===== src/rtl/vga_pattern_generator.sv =====
// Pixel stage behind the VGA sync/counter controller: renders four registered
// 12-bit test patterns and delays sync/blank by one cycle to stay aligned with RGB.
//
// state        | meaning
// PAT_BARS     | eight vertical colour bars
// PAT_CHECKER  | 32x32 black/white checkerboard
// PAT_GRADIENT | R/G follow column/line, B follows the frame counter
// PAT_BOX      | white box bouncing on a blue background
module vga_pattern_generator #(
  parameter int                      COUNTER_SIZE       = 11,
  parameter logic [COUNTER_SIZE-1:0] H_ACTIVE           = 11'd1024,
  parameter logic [COUNTER_SIZE-1:0] V_ACTIVE           = 11'd768,
  parameter logic [7:0]              FRAMES_PER_PATTERN = 8'd60,
  parameter logic [COUNTER_SIZE-1:0] BOX_SIZE           = 11'd64,
  parameter logic [COUNTER_SIZE-1:0] BOX_STEP           = 11'd4
) (
  input  logic                    control_clock,
  input  logic                    reset,
  input  logic [COUNTER_SIZE-1:0] counter_in_hsync,
  input  logic [COUNTER_SIZE-1:0] counter_in_vsync,
  input  logic                    h_sync_in,
  input  logic                    v_sync_in,
  input  logic                    mode_next,
  output logic [3:0]              red,
  output logic [3:0]              green,
  output logic [3:0]              blue,
  output logic                    h_sync_out,
  output logic                    v_sync_out,
  output logic                    active_out,
  output logic [1:0]              pattern_id
);

  typedef enum logic [1:0] {
    PAT_BARS     = 2'd0,
    PAT_CHECKER  = 2'd1,
    PAT_GRADIENT = 2'd2,
    PAT_BOX      = 2'd3
  } pattern_t;

  localparam logic [COUNTER_SIZE-1:0] BAR_W = H_ACTIVE >> 3;
  localparam logic [COUNTER_SIZE-1:0] X_MAX = H_ACTIVE - BOX_SIZE;
  localparam logic [COUNTER_SIZE-1:0] Y_MAX = V_ACTIVE - BOX_SIZE;

  pattern_t                pattern_q, pattern_d;
  logic [7:0]              frame_cnt_q, frame_cnt_d;
  logic                    pending_q, pending_d;
  logic [COUNTER_SIZE-1:0] box_x_q, box_x_d, box_y_q, box_y_d;
  logic                    dx_q, dx_d, dy_q, dy_d;
  logic                    frame_start, visible, auto_due, advance;
  logic [2:0]              bar_idx;
  logic                    in_box;
  logic [11:0]             rgb_d, rgb_q;
  logic                    h_sync_q, v_sync_q, active_q;

  assign frame_start = (counter_in_hsync == '0) && (counter_in_vsync == '0);
  assign visible     = (counter_in_hsync < H_ACTIVE) && (counter_in_vsync < V_ACTIVE);

  // Returns {dir, pos}; dir=1 moves towards lim. Underflow is checked before subtracting.
  function automatic logic [COUNTER_SIZE:0] step_axis(
    input logic [COUNTER_SIZE-1:0] pos,
    input logic                    dir,
    input logic [COUNTER_SIZE-1:0] lim
  );
    logic [COUNTER_SIZE-1:0] np;
    logic [COUNTER_SIZE:0]   res;
    np = pos + BOX_STEP;
    if (dir) begin
      if (np > lim) res = {1'b0, lim};
      else          res = {1'b1, np};
    end else begin
      if (pos < BOX_STEP) res = {1'b1, {COUNTER_SIZE{1'b0}}};
      else                res = {1'b0, pos - BOX_STEP};
    end
    return res;
  endfunction

  always_comb begin
    pattern_d   = pattern_q;
    frame_cnt_d = frame_cnt_q;
    pending_d   = pending_q | mode_next;
    box_x_d     = box_x_q;
    box_y_d     = box_y_q;
    dx_d        = dx_q;
    dy_d        = dy_q;
    auto_due    = 1'b0;
    advance     = 1'b0;
    if (frame_start) begin
      auto_due = (FRAMES_PER_PATTERN != 8'd0) &&
                 (frame_cnt_q == FRAMES_PER_PATTERN - 8'd1);
      // A request landing on the frame_start cycle itself is honoured immediately.
      advance  = pending_q | mode_next | auto_due;
      {dx_d, box_x_d} = step_axis(box_x_q, dx_q, X_MAX);
      {dy_d, box_y_d} = step_axis(box_y_q, dy_q, Y_MAX);
      if (advance) begin
        frame_cnt_d = 8'd0;
        pending_d   = 1'b0;
        case (pattern_q)
          PAT_BARS:     pattern_d = PAT_CHECKER;
          PAT_CHECKER:  pattern_d = PAT_GRADIENT;
          PAT_GRADIENT: pattern_d = PAT_BOX;
          PAT_BOX:      pattern_d = PAT_BARS;
          default:      pattern_d = PAT_BARS;
        endcase
      end else begin
        frame_cnt_d = frame_cnt_q + 8'd1;
      end
    end
  end

  // Rendering uses the next-state values so the frame_start pixel already
  // reflects the new frame's pattern, counter and box position.
  always_comb begin
    rgb_d   = 12'h000;
    bar_idx = 3'(counter_in_hsync / BAR_W);
    in_box  = ({1'b0, counter_in_hsync} >= {1'b0, box_x_d}) &&
              ({1'b0, counter_in_hsync} <  ({1'b0, box_x_d} + {1'b0, BOX_SIZE})) &&
              ({1'b0, counter_in_vsync} >= {1'b0, box_y_d}) &&
              ({1'b0, counter_in_vsync} <  ({1'b0, box_y_d} + {1'b0, BOX_SIZE}));
    if (visible) begin
      case (pattern_d)
        PAT_BARS:     rgb_d = {{4{~bar_idx[1]}}, {4{~bar_idx[2]}}, {4{~bar_idx[0]}}};
        PAT_CHECKER:  rgb_d = {12{counter_in_hsync[5] ^ counter_in_vsync[5]}};
        PAT_GRADIENT: rgb_d = {counter_in_hsync[9:6], counter_in_vsync[9:6], frame_cnt_d[3:0]};
        PAT_BOX:      rgb_d = in_box ? 12'hFFF : 12'h00F;
        default:      rgb_d = 12'h000;
      endcase
    end
  end

  always_ff @(posedge control_clock) begin
    if (reset) begin
      pattern_q   <= PAT_BARS;
      frame_cnt_q <= 8'd0;
      pending_q   <= 1'b0;
      box_x_q     <= '0;
      box_y_q     <= '0;
      dx_q        <= 1'b1;
      dy_q        <= 1'b1;
      rgb_q       <= 12'h000;
      h_sync_q    <= 1'b0;
      v_sync_q    <= 1'b0;
      active_q    <= 1'b0;
    end else begin
      pattern_q   <= pattern_d;
      frame_cnt_q <= frame_cnt_d;
      pending_q   <= pending_d;
      box_x_q     <= box_x_d;
      box_y_q     <= box_y_d;
      dx_q        <= dx_d;
      dy_q        <= dy_d;
      rgb_q       <= rgb_d;
      h_sync_q    <= h_sync_in;
      v_sync_q    <= v_sync_in;
      active_q    <= visible;
    end
  end

  assign red        = rgb_q[11:8];
  assign green      = rgb_q[7:4];
  assign blue       = rgb_q[3:0];
  assign h_sync_out = h_sync_q;
  assign v_sync_out = v_sync_q;
  assign active_out = active_q;
  assign pattern_id = pattern_q;

endmodule


===== config.mk =====
export PLATFORM = sky130hd
export DESIGN_NAME = vga_pattern_generator
export DESIGN_NICKNAME = d
export VERILOG_FILES = /design/src/rtl/vga_pattern_generator.sv
export SDC_FILE = /design/constraint.sdc
export NUM_CORES = 1
export LEC_CHECK = 0
export ABC_AREA = 1
export BUFFER_PORTS_ARGS = -buffer_cell sky130_fd_sc_hd__buf_2
export CAP_MARGIN = 20
export CORE_MARGIN = 2
export CORE_UTILIZATION = 62
export CTS_BUF_LIST = sky130_fd_sc_hd__clkbuf_4 sky130_fd_sc_hd__clkbuf_8
export DETAILED_ROUTE_END_ITERATION = 16
export PLACE_DENSITY = 0.9
export SETUP_SLACK_MARGIN = 0.5
export SLEW_MARGIN = 20
export SYNTH_ARGS = -nofsm -noshare
export SYNTH_HDL_FRONTEND = slang
export SYNTH_SLANG_ARGS = --single-unit

===== constraint.sdc =====
create_clock -name control_clock -period 3.6 [get_ports control_clock]
set_input_delay 0.54 -clock control_clock [delete_from_list [all_inputs] [get_ports control_clock]]
set_output_delay 0.54 -clock control_clock [all_outputs]
set_load 0.05 [all_outputs]

# Word level (Yosys, flattened, before mapping)
# Cells that the tools add are included.
# word_totals
ff_bits	50
in_bits	27
out_inout_bits	17
word_cells	70
# classes
addsub	7
magnitude_cmp	10
n_eq_ne	7
mux	17
bitwise_logic	7
n_reduce_logical	10
# op_table
operator	count
$mux 12	7
$pmux 12 s4	1
$add 11x7->12 const B	2
$lt 11x12->1	2
$add 11x3->11 const B	2
$ge 11x11->1	2
$gt 11x10->1 const B	2
$logic_not 11->1	2
$lt 11x3->1 const B	2
$mux 11	2
$sub 11x3->11 const B	2
$lt 11x10->1 const B	1
$lt 11x11->1 const B	1
$add 8x1->8 const B	1
$eq 2x2->1 const B	4
$eq 8x6->1 const B	1
$mux 8	1
$pmux 2 s4	1
$logic_and 1x1->1	5
$eq 2x1->1 const B	2
$logic_not 2->1	2
$mux 2	2
$mux 4	1
$not 1->1	4
other kinds (4)	6

# Depth between registers and ports, before layout
# Gate-level depths: netlist (run 1).
# logic_depth
word_depth	12
mapped_depth	30
depth_no_buf	29

# Least setup slack after synthesis (run 1)
# No wires, ideal clock.
# synth_timing
path_kind	input -> register
start	input port counter_in_vsync[5]
end	register rgb_q[10]
setup_ns	0.056
t_arrival_ns	3.040
t_required_ns	3.544
setup_slack_ns	0.504
stages	23
cell_sequence	or2_1 -> nor2_2 -> nand3_2 -> clkinv_1 -> buf_6 -> clkbuf_1 -> o21ai_0 -> ha_1 -> a21oi_1 -> nor2_1 -> a211oi_1 -> nand2_1 -> nand2_1 -> nand2_1 -> nand2_1 -> nand2_1 -> nand2_1 -> nand2_1 -> a21oi_2 -> nand2_2 -> nand3_1 -> nand2_1 -> inv_1
# synth_between
elab_chain_cells	10
# synth_lines
item	line	rtl
from (decl)	20	input logic [COUNTER_SIZE-1:0] counter_in_vsync,
$logic_not 11->1	55	assign frame_start = (counter_in_hsync == '0) && (counter_in_vsync == '0);
$logic_and 1x1->1	55	
$mux 11	87	if (frame_start) begin
$add 11x7->12	116	({1'b0, counter_in_hsync} < ({1'b0, box_x_d} + {1'b0, BOX_SIZE})) &&
$lt 11x12->1	116	
$logic_and 1x1->1	115	in_box = ({1'b0, counter_in_hsync} >= {1'b0, box_x_d}) &&
$logic_and 1x1->1	116	
$logic_and 1x1->1	117	({1'b0, counter_in_vsync} >= {1'b0, box_y_d}) &&
$mux 12	124	PAT_BOX: rgb_d = in_box ? 12'hFFF : 12'h00F;
$pmux 12 s4	120	case (pattern_d)
to (signal assigned)	151	rgb_q <= rgb_d;
to (decl)	52	logic [11:0] rgb_d, rgb_q;
# Several ways; a longest one is shown, not always the timed one.
# A chain may end at the register's enable or synchronous reset.

# Worst setup path in the final report (run 1)
# layout_timing
start	register box_y_q[3]
end	register rgb_q[9]
# layout_between
elab_chain_cells	10
# layout_lines
item	line	rtl
from (decl)	47	logic [COUNTER_SIZE-1:0] box_x_q, box_x_d, box_y_q, box_y_d;
from (signal assigned)	148	box_y_q <= box_y_d;
$add 11x3->11	66	np = pos + BOX_STEP;
$gt 11x10->1	68	if (np > lim) res = {1'b0, lim};
$mux 12	68	
$mux 12	67	if (dir) begin
$mux 11 (*)	87	
$add 11x7->12 / $ge 11x11->1 (equally long branches)	118, 117	
$lt 11x12->1 / $logic_and 1x1->1 (equally long branches)	118, 116	
$logic_and 1x1->1 (*)	117	
$mux 12 (*)	124	
$pmux 12 s4 (*)	120	
# Every way passes the cells marked *; elsewhere a longest branch is shown, timed or not.

==> results.md, run 1 <==
- Post-Syn Area per Cell: 6.43 um2
- Core Box Area: 0.00642 mm2
- First-pass GRT wire length: 19,800 um
- Critical path endpoint category: flip-flop
- FF-to-FF path depth: 22
- Status: complete, but fails checks
- Number of global-route vias before repair: 4,509
- Final setup violating endpoints: 0
- Vias per inst: 6.12
- Yosys reg bits: 50
- Post-synth top area share: 0.241
- Top cells by count, synth: nand2_1 (139), inv_1 (103), nor2_1 (82)
- Setup CP Type: flip-flop to flip-flop
- Total power: 0.00115 W
- Hold Startpoint: v_sync_in
- Final antenna-violating net count: 0
- Nets: 787
- CTS root buf: clkbuf_8
- Syn Nets: 717
- Vias: 4,867
- Count leader, synth: nand2_1
- Dpl hpwl: 8650 um
- Num CTS Buffers: 5
- Largest cells by area after synthesis: dfxtp_1 (24%), ha_1 (13%), nand2_1 (13%), inv_1 (9.3%), nor2_1 (7.4%)
- Setup Skew: 0.0110 ns
- Fin crit share: 0.966
- Slew @ Worst Pin: 0.717 ns
- Port Buffer Count: 43
- Hold slack: 0.424 ns
- Hold EP: v_sync_out
- Die H: 85.9 um
- Clk slew on worst S/H paths: 0.10 ns
- Hold Violations, Final: 0
- Worst R2R End: rgb_q[9]
- Worst reg2reg path startpoint: box_y_q[3]
- Most used DFF post-synth: dfxtp_1
- Combinational share of power: 0.145
- HP Class: primary input to flip-flop
- DR iter-0 viols: 343
- H-tree lvl count: 2
- Fmax: 0.288 GHz
- Initial antenna violation count: 0
- Max_cap viols: 0
- Critical path launch point type: flip-flop
- WP data required: 3.83 ns
- Pwr dens: 215 mW/mm2
- Core Util, Final: 0.832
- Die area: 0.00738 mm2
- # diodes: 0
- Failing checks: DRC
- Max clock buf depth: 2
- Leak Pwr: 2.62 nW
- Mapped Cells: 647
- Routability Congestion: 0.973
- Power Internal: 0.000824 W
- Global route overflow: 0
- Hold Buf Count CTS: 0
- R2R Setup Slk: 0.12 ns
- Clk_lat worst skew: 0.32 ns
- # IOs: 44
- Gr usage total: 0.330
- Layout cells sized above 1: 0.297
- Post-synth EDFFs: 0
- Worst rel slew slack: 0.522
- Minimum clock period: 3.48 ns
- Clock sinks: 50
- Pre-antenna DRT Iters: 12
- Die width: 85.9 um
- Synthesis-to-finish area growth: 28.5%
- Crit-path max FO: 8
- Worst vdd ir: 0.000194 V
- Register area share after synthesis: 0.241
- NetSw: 0.000324 W
- Pin count of the biggest net entering global routing: 34
- Async SR Flop Fraction: 0
- Number of synthesis warnings: 0
- Row Count: 29
- WL final: 13,700 um
- Synthesized area: 0.00416 mm2
- DRC viols: 1
- Slew Limit Fails: 0
- Clock share of power: 0.372
- Area leader, netlist: dfxtp_1
- CTS tree: done
- RSZ-0062 raised after global routing: true
- Starting Density: 0.648
- Crit path arrival time: 3.70 ns
- Library cells used by synthesis: 46
- Switching share of power: 0.283
- Seq pwr share: 0.483
- Hold path cells: 3
- Drt wl/cell: 17.3 um
## worst max-delay path by stage
| stage | start | to | slack [ns] | depth (start not counted) |
|---|---|---|---|---|
| after floorplan | counter_in_vsync[5] | rgb_q[10] | 0.50 | 23 |
| after global placement | box_y_q[3] | rgb_q[4] | 0.04 | 24 |
| after detailed placement | box_y_q[3] | rgb_q[10] | -0.09 | 26 |
| after CTS | box_x_q[2] | rgb_q[10] | 0.41 | 28 |
| after global routing | box_x_q[2] | rgb_q[9] | 0.0009 | 26 |
| final | box_y_q[3] | rgb_q[9] | 0.12 | 22 |
## flip-flops by register name (all words and copies together) (netlist names), 2 cells and up
| register | cells |
|---|---|
| frame_cnt_q | 8 |
| rgb_q | 12 |
| box_y_q | 11 |
| pattern_id | 2 |
| box_x_q | 11 |
## power groups by stage
stage | clock, W | sequential, W | combinational, W
6_report | 0.000427 | 0.000554 | 0.000167
5_1_grt | 0.000440 | 0.000555 | 0.000177
4_1_cts | 0.000424 | 0.000556 | 0.000143
3_5_place_dp | 0 | 0.000572 | 0.000134
3_3_place_gp | 0 | 0.000572 | 0.000128
2_1_floorplan | 0 | 0.000589 | 0.0000694
## cell usage in the layout, fill, tap and decap left out, types with 6 or more instances in the layout
master | Yosys | final
dfxtp_4 | 0 | 7
nand2_2 | 3 | 11
nand3_1 | 48 | 39
o21ai_0 | 25 | 15
nand3_2 | 4 | 11
nand2_1 | 139 | 127
xor2_1 | 11 | 10
buf_2 | 7 | 43
inv_1 | 103 | 96
xnor2_1 | 7 | 7
o21ai_1 | 8 | 9
a21oi_2 | 1 | 8
nor2_1 | 82 | 71
a21oi_1 | 21 | 14
nor2_4 | 1 | 6
buf_4 | 0 | 29
ha_4 | 0 | 14
nand4_1 | 19 | 19
ha_1 | 43 | 27
dfxtp_1 | 50 | 39
nor2_2 | 7 | 13
o21ai_2 | 3 | 11
inv_2 | 10 | 15
## stage by stage
| step | setup TNS [ns] | setup WS [ns] | cell area (um2) | cells |
|---|---|---|---|---|
| 3_5_place_dp | -0.637 | -0.0907 | 4480 | 764 |
| 2_1_floorplan | 0 | 0.504 | 4160 | 647 |
| 3_3_place_gp | 0 | 0.0414 | 4480 | 764 |
| 4_1_cts | 0 | 0.414 | 4960 | 786 |
| 6_report | 0 | 0.123 | 5350 | 795 |
| 5_1_grt | 0 | 0.000867 | 5350 | 795 |
## worst max-delay path: stages (launching register included)
cell      delay, ns
dfxtp_4        0.40
ha_4           0.17
nand2_4        0.07
nor2_4         0.13
nand2_2        0.08
xor2_2         0.16
inv_2          0.08
nand2_4        0.06
a21boi_4       0.18
nand2_4        0.10
nor3_4         0.23
o22ai_4        0.13
ha_4           0.29
a21oi_2        0.12
nor2_1         0.07
o31ai_1        0.34
nand4_1        0.22
nand4_1        0.16
a21oi_2        0.06
nand2_4        0.12
nand3_1        0.09
nand2_1        0.08
inv_1          0.05
## metal layers
| layer | track usage | vias up | wire [um] |
|---|---|---|---|
| li1 | - | 2240 | - |
| met1 | 0.365 | 2206 | 4940 |
| met2 | 0.620 | 323 | 6880 |
| met3 | 0.0443 | 98 | 998 |
| met4 | 0.147 | 0 | 910 |
| met5 | 0 | - | 0 |
## final cells by class
| type | instances | area, um2 |
|---|---|---|
| Clock buffer | 5 | 68.8 |
| Clock inverter | 3 | 47.5 |
| Fill cell | 370 | 1080 |
| Inverter | 116 | 440 |
| Multi-Input combinational cell | 467 | 3170 |
| Sequential cell | 50 | 1030 |
| Tap cell | 77 | 96.3 |
| Timing Repair Buffer | 77 | 489 |
## cells by family (layout without fill, tap and decap cells)
kind of cell             after synthesis  after routing  share of synthesized area
flip-flops                            50             50                      0.241
AND/OR/NAND/NOR                      319            319                      0.337
AO/OA/AOI/OAI                         87             87                      0.132
adder cells (fa/ha/maj)               43             43                      0.129
buffers and inverters                130            201                      0.123
XOR/XNOR                              18             18                     0.0379
## timing repair
action                                 4_1_cts  5_1_grt
pin swaps                                   18       29
resized for setup                           76       60
buffers inserted                            14        9
endpoints found under the hold margin        0        0
setup endpoints to repair                    8        8
Note: power is estimated with default switching activity, not from simulation.
==> run 2: changes to the inputs <==
- BUFFER_PORTS_ARGS: -buffer_cell sky130_fd_sc_hd__buf_2 -> unset
- CORE_UTILIZATION: 62 -> 65
- DONT_BUFFER_PORTS: unset -> 1
- PLACE_DENSITY: 0.9 -> 0.88
==> run 2 against run 1 <==
Effect of this change:
- the flow now finishes without violations
- first-iteration DRC count decreased by 9.0%
- power decreased by 6.7%
- register-to-register slack improved by 0.18 ns
- count of clock-buffer cells in the layout unchanged
- final cell count decreased by 7.2%
- non-clock buffer count decreased by 57
==> results.md, run 2 (same netlist as run 1, synthesis figures left out) <==
- Routability Congestion: 0.946 (-2.8%)
- Worst rel slew slack: 0.515 (-0.00659)
- Vias per inst: 5.93 (-3.2%)
- Gr usage total: 0.308 (-0.0216)
- Core Box Area: 0.00628 mm2 (-2.3%)
- # diodes: 0 (unchanged)
- Die area: 0.00705 mm2 (-4.4%)
- Worst R2R End: rgb_q[8]
- Clk slew on worst S/H paths: 0.10 ns (about the same)
- Port Buffer Count: 0 (-100%)
- Worst reg2reg path startpoint: box_y_q[3]
- Worst vdd ir: 0.000210 V (+8.7%)
- Row Count: 29 (unchanged)
- Die width: 84.0 um (-2.2%)
- CTS root buf: clkbuf_8
- Num CTS Buffers: 5 (unchanged)
- Vias: 4,374 (-10%)
- Dpl hpwl: 8120 um (-6.1%)
- Pin count of the biggest net entering global routing: 34 (unchanged)
- Slew Limit Fails: 0 (unchanged)
- Pwr dens: 226 mW/mm2 (+5.2%)
- Max reg flops: 12 (unchanged)
- Reg with most FFs: rgb_q
- Crit path arrival time: 3.55 ns (-0.15 ns)
- DRC viols: 0 (-1)
- RSZ-0062 raised after global routing: true
- Crit-path max FO: 8 (unchanged)
- Clock sinks: 50 (unchanged)
- Final antenna-violating net count: 0 (unchanged)
- Critical path launch point type: flip-flop
- Pre-antenna DRT Iters: 5 (-7)
- First-pass GRT wire length: 18,000 um (-8.7%)
- Commonest cells after routing, fill and taps aside: nand2_1 (132), inv_1 (97), nor2_1 (75)
- Setup CP Type: flip-flop to flip-flop
- Initial antenna violation count: 0 (unchanged)
- FF-to-FF path depth: 22 (unchanged)
- Max clock buf depth: 2 (unchanged)
- Max_cap viols: 0 (unchanged)
- Layout cells sized above 1: 0.179 (-0.118)
- Core Util, Final: 0.756 (-0.0768)
- Setup Skew: 0.00973 ns (-0.00131 ns)
- Hold Startpoint: reset
- # IOs: 44 (unchanged)
- Clk_lat worst skew: 0.32 ns (about the same)
- Minimum clock period: 3.30 ns (-0.180 ns)
- Starting Density: 0.663 (+0.0150)
- Number of global-route vias before repair: 4,211 (-6.6%)
- WP data required: 3.86 ns (+0.03 ns)
- Die H: 84.0 um (-2.2%)
- Global route overflow: 0 (unchanged)
- Final instance area: 0.00474 mm2 (-11%)
- WL final: 11,000 um (-20%)
- DP Area: 0.00425 mm2 (-5.1%)
- Most common cell after layout, fill and taps aside: nand2_1
- Critical path endpoint category: flip-flop
- Hold EP: box_y_q[3]
- Hold path cells: 1 (-2)
- Hold Violations, Final: 0 (unchanged)
- HP Class: primary input to flip-flop
- Hold Buf Count CTS: 0 (unchanged)
- Slew @ Worst Pin: 0.727 ns (+0.00989 ns)
- Fmax: 0.303 GHz (+5.4%)
- Largest regs: rgb_q: 12 flops, box_x_q: 11 flops, box_y_q: 11 flops
- Synthesis-to-finish area growth: 14.0%
- Drt wl/cell: 14.9 um (-14%)
- DR iter-0 viols: 312 (-9.0%)
- Leak Pwr: 2.31 nW (-12%)
- Fin crit share: 0.916 (-0.0499)
- Status: completed
- CTS tree: done
- Final setup violating endpoints: 0 (unchanged)
- Nets: 730 (-7.2%)
- Filler instances: 483 (+31%)
- R2R Setup Slk: 0.30 ns (+0.18 ns)
- H-tree lvl count: 2 (unchanged)
## run 2: changes by cell type in the layout (fill, tap and decap cells not counted), moves of 4 or more
| cell | previous run | this run |
|---|---|---|
| ha_4 | 14 | 3 |
| nor2_1 | 71 | 75 |
| o21ai_2 | 11 | 7 |
| ha_1 | 27 | 39 |
| buf_2 | 43 | 0 |
| a21oi_2 | 8 | 4 |
| a21oi_1 | 14 | 18 |
| buf_4 | 29 | 19 |
| nand2_1 | 127 | 132 |
| buf_6 | 5 | 1 |
## run 2: critical path, stage by stage, from the launching register on
cell	delay, ns
dfxtp_4	0.39
ha_4	0.15
nand2_4	0.07
nor2_4	0.13
nand2_2	0.08
xor2_2	0.16
inv_2	0.06
nand2_1	0.10
a21boi_4	0.20
nand3_1	0.09
o211ai_1	0.10
o21ai_0	0.19
ha_1	0.37
nand4_1	0.11
nor2_1	0.13
nand4_1	0.11
nand4_1	0.15
nand4_1	0.12
a21oi_2	0.20
nand2_4	0.11
nand3_2	0.07
nand2_1	0.06
inv_1	0.09
## run 2: how the worst max path moves through the flow
stage / endpoint / slack [ns] / startpoint / cells after the start
2_1_floorplan: rgb_q[10] / 0.50 / counter_in_vsync[5] / 23
3_3_place_gp: rgb_q[10] / -0.15 / box_y_q[3] / 24
3_5_place_dp: rgb_q[8] / -0.22 / box_y_q[3] / 24
4_1_cts: rgb_q[10] / 0.38 / box_y_q[2] / 25
5_1_grt: rgb_q[10] / 0.03 / box_y_q[3] / 22
6_report: rgb_q[8] / 0.30 / box_y_q[3] / 22
## run 2: final cells by class
cell class                      instances  area, um2  area share
Inverter                              116        435      0.0918
Tap cell                               77       96.3      0.0203
Clock buffer                            5       68.8      0.0145
Sequential cell                        50       1030       0.217
Timing Repair Buffer                   20        154      0.0324
Clock inverter                          3       45.0     0.00950
Multi-Input combinational cell        467       2920       0.615
## run 2: metrics by stage
| step | instances | TNS [ns] | hold WS (ns) | power [W] | setup WS [ns] |
|---|---|---|---|---|---|
| after CTS | 737 | 0 | 0.273 | 0.00107 | 0.382 |
| final | 738 | 0 | 0.275 | 0.00107 | 0.303 |
| after floorplan | 647 | 0 | 0.437 | 0.000659 | 0.504 |
| after global placement | 719 | -1.21 | 0.448 | 0.000667 | -0.155 |
| after global routing | 738 | 0 | 0.272 | 0.00110 | 0.0313 |
| after detailed placement | 719 | -1.66 | 0.460 | 0.000671 | -0.224 |
## run 2: power by group
part           leakage, nW  internal [W]  switching [W]   total, W
clock               0.0504      0.000207       0.000204   0.000411
combinational         1.85     0.0000371      0.0000511  0.0000882
sequential           0.411      0.000554      0.0000186   0.000572
## run 2: repair_timing
action,CTS,global route
buffers inserted,10,1
gates resized for setup,54,29
pin swaps,14,14
endpoints found under the setup margin,8,8
## run 2: routing by layer
metal	wire, um	global-route usage	up-vias
li1	-	-	2113
met1	4360	0.361	2029
met2	5700	0.572	194
met3	598	0.0356	38
met4	335	0.114	0
met5	0	0	-
==> run 3: changes to the inputs <==
- GPL_TIMING_DRIVEN: unset -> 0
- SETUP_SLACK_MARGIN: 0.5 -> unset
==> run 3 against run 2 <==
Effect of this change:
- final cell count increased by 0.14%
- sequential power about the same
- count of clock-buffer cells in the layout unchanged
- design area decreased by 3.2%
- sequential cell count unchanged
- sequential share of layout area increased by 0.57 points
- combinational power increased by 11%
- core utilization decreased by 2.4 points
- maximum frequency decreased by 4.2%
- global-route usage increased by 0.27 points
- wire length increased by 1.1%
==> results.md, run 3 (same netlist as run 1, synthesis figures left out) <==
- Status: completed
- Worst R2R End: rgb_q[6]
- Most common cell after layout, fill and taps aside: nand2_1
- Hold Startpoint: h_sync_in
- WP data required: 3.84 ns (-0.02 ns)
- HP Class: primary input to flip-flop
- First-pass GRT wire length: 17,900 um (-0.57%)
- DR iter-0 viols: 245 (-21%)
- Setup CP Type: flip-flop to flip-flop
- Vias per inst: 5.81 (-2.0%)
- Power Internal: 0.000737 W (-7.6%)
- Minimum clock period: 3.44 ns (+0.145 ns)
- Synthesis-to-finish area growth: 10.4%
- Reg with most FFs: rgb_q
- H-tree lvl count: 2 (unchanged)
- Die area: 0.00705 mm2 (unchanged)
- Fin Setup TNS: 0 ns (unchanged)
- Max reg flops: 12 (unchanged)
- NetSw: 0.000299 W (+9.3%)
- Clock share of power: 0.352 (-0.032)
- Gr usage total: 0.311 (+0.00265)
- Crit path arrival time: 3.68 ns (+0.13 ns)
- Core Util, Final: 0.732 (-0.0239)
- Num CTS Buffers: 5 (unchanged)
- R2R Setup Slk: 0.16 ns (-0.15 ns)
- Hold EP: h_sync_out
- Global route overflow: 0 (unchanged)
- WL final: 11,100 um (+1.1%)
- Slew Limit Fails: 0 (unchanged)
- Dpl hpwl: 8460 um (+4.1%)
- Nets: 731 (+0.14%)
- CTS root buf: clkbuf_8
- Clock sinks: 50 (unchanged)
- Starting Density: 0.663 (unchanged)
- Pin count of the biggest net entering global routing: 19 (-44%)
- Clk slew on worst S/H paths: 0.11 ns (about the same)
- Die H: 84.0 um (unchanged)
- Die width: 84.0 um (unchanged)
- Layout cells sized above 1: 0.153 (-0.0259)
- Critical path launch point type: flip-flop
- Pre-antenna DRT Iters: 5 (unchanged)
- Crit-path max FO: 8 (unchanged)
- Vias: 4,291 (-1.9%)
- Port Buffer Count: 0 (unchanged)
- Seq pwr share: 0.554 (+0.020)
- Leak Pwr: 2.27 nW (-2.0%)
- FF-to-FF path depth: 22 (unchanged)
- Combinational share of power: 0.094 (+0.012)
- Final antenna-violating net count: 0 (unchanged)
- Worst reg2reg path startpoint: box_y_q[2]
- Fmax: 0.290 GHz (-4.2%)
- Worst rel slew slack: 0.422 (-0.0928)
- Max_cap viols: 0 (unchanged)
- Hold path cells: 2 (+1)
- Final setup violating endpoints: 0 (unchanged)
- Worst vdd ir: 0.000267 V (+27%)
- # diodes: 0 (unchanged)
- Hold Violations, Final: 0 (unchanged)
- CTS tree: done
- Clk_lat worst skew: 0.33 ns (about the same)
- Setup Skew: 0.0157 ns (+0.00594 ns)
- Largest regs: rgb_q: 12 flops, box_x_q: 11 flops, box_y_q: 11 flops
- Pwr dens: 226 mW/mm2 (-0.12%)
- Row Count: 29 (unchanged)
- DRC viols: 0 (unchanged)
- Slew @ Worst Pin: 0.864 ns (+0.137 ns)
- Max clock buf depth: 2 (unchanged)
- Routability Congestion: 0.958 (+1.2%)
- Hold slack: 0.302 ns (+0.0269 ns)
- Switching share of power: 0.289 (+0.0332)
- Core Box Area: 0.00628 mm2 (unchanged)
- Commonest cells after routing, fill and taps aside: nand2_1 (131), inv_1 (99), nor2_1 (78)
- Fin crit share: 0.956 (+0.0403)
- # IOs: 44 (unchanged)
- Critical path endpoint category: flip-flop
- Initial antenna violation count: 0 (unchanged)
- Drt wl/cell: 15.0 um (+0.99%)
- Number of global-route vias before repair: 4,027 (-4.4%)
## run 3: changes by cell type in the layout (fill, tap and decap cells not counted), moves of 3 or more
cell,change
nor2_1,+3
buf_2,+5
clkbuf_1,+4
buf_4,-12
## run 3: worst max-delay path by stage
stage | startpoint | end | depth (start not counted)
4_1_cts | box_x_q[3] | rgb_q[4] | 26
5_1_grt | box_y_q[3] | rgb_q[6] | 25
3_3_place_gp | box_y_q[3] | rgb_q[4] | 24
3_5_place_dp | box_y_q[3] | rgb_q[6] | 24
2_1_floorplan | counter_in_vsync[5] | rgb_q[10] | 23
6_report | box_y_q[2] | rgb_q[6] | 22
## run 3: timing repair
action | 4_1_cts | 5_1_grt
gates resized for setup | 6 | 56
pin swaps | 1 | 12
endpoints found under the setup margin | 8 | 8
buffers inserted | 1 | 6
hold buffers | 0 | 0
## run 3: per-layer routing
layer,vias up,share of wire,track usage
met4,0,0.028,0.109
met3,35,0.060,0.0554
li1,2119,-,-
met1,1972,0.40,0.360
met5,-,0,0
met2,165,0.51,0.570
## run 3: area by class of cell
class / count / area, um2
Inverter: 116 / 435
Sequential cell: 50 / 1020
Timing Repair Buffer: 7 / 52.6
Multi-Input combinational cell: 467 / 2810
Clock buffer: 5 / 68.8
Clock inverter: 3 / 26.3
Fill cell: 507 / 1680
Tap cell: 77 / 96.3
Buffer: 14 / 82.6
## run 3: power groups by stage
stage          sequential, W  clock (W)  combinational (W)
2_1_floorplan       0.000589          0          0.0000694
3_3_place_gp        0.000590          0          0.0000846
3_5_place_dp        0.000590          0          0.0000899
4_1_cts             0.000577   0.000366          0.0000910
5_1_grt             0.000574   0.000384           0.000111
6_report            0.000574   0.000365          0.0000975
## run 3: per-stage QoR
| stage | power (W) | instance area [um2] | std cells | worst slack, ns |
|---|---|---|---|---|
| after floorplan | 0.000659 | 4160 | 647 | 0.504 |
| after global placement | 0.000674 | 4260 | 724 | -0.112 |
| after detailed placement | 0.000680 | 4260 | 724 | -0.254 |
| after CTS | 0.00103 | 4370 | 733 | 0.000353 |
| after global routing | 0.00107 | 4590 | 739 | -0.0517 |
| final | 0.00104 | 4590 | 739 | 0.158 |
## run 3: worst max-delay path, cell delays in order (launching register included)
cell	delay (ns)
dfxtp_4	0.36
buf_4	0.15
inv_1	0.14
ha_1	0.24
nand3_1	0.11
nor2_1	0.13
nand2_1	0.13
xor2_1	0.16
nand2_1	0.06
nand2_1	0.07
a21boi_2	0.28
inv_1	0.10
ha_1	0.32
a21oi_1	0.14
nor2_1	0.06
a211oi_1	0.21
nand4_1	0.17
nand4_1	0.15
a21oi_2	0.06
nand2_4	0.11
nand3_1	0.10
nand2_1	0.07
inv_1	0.03
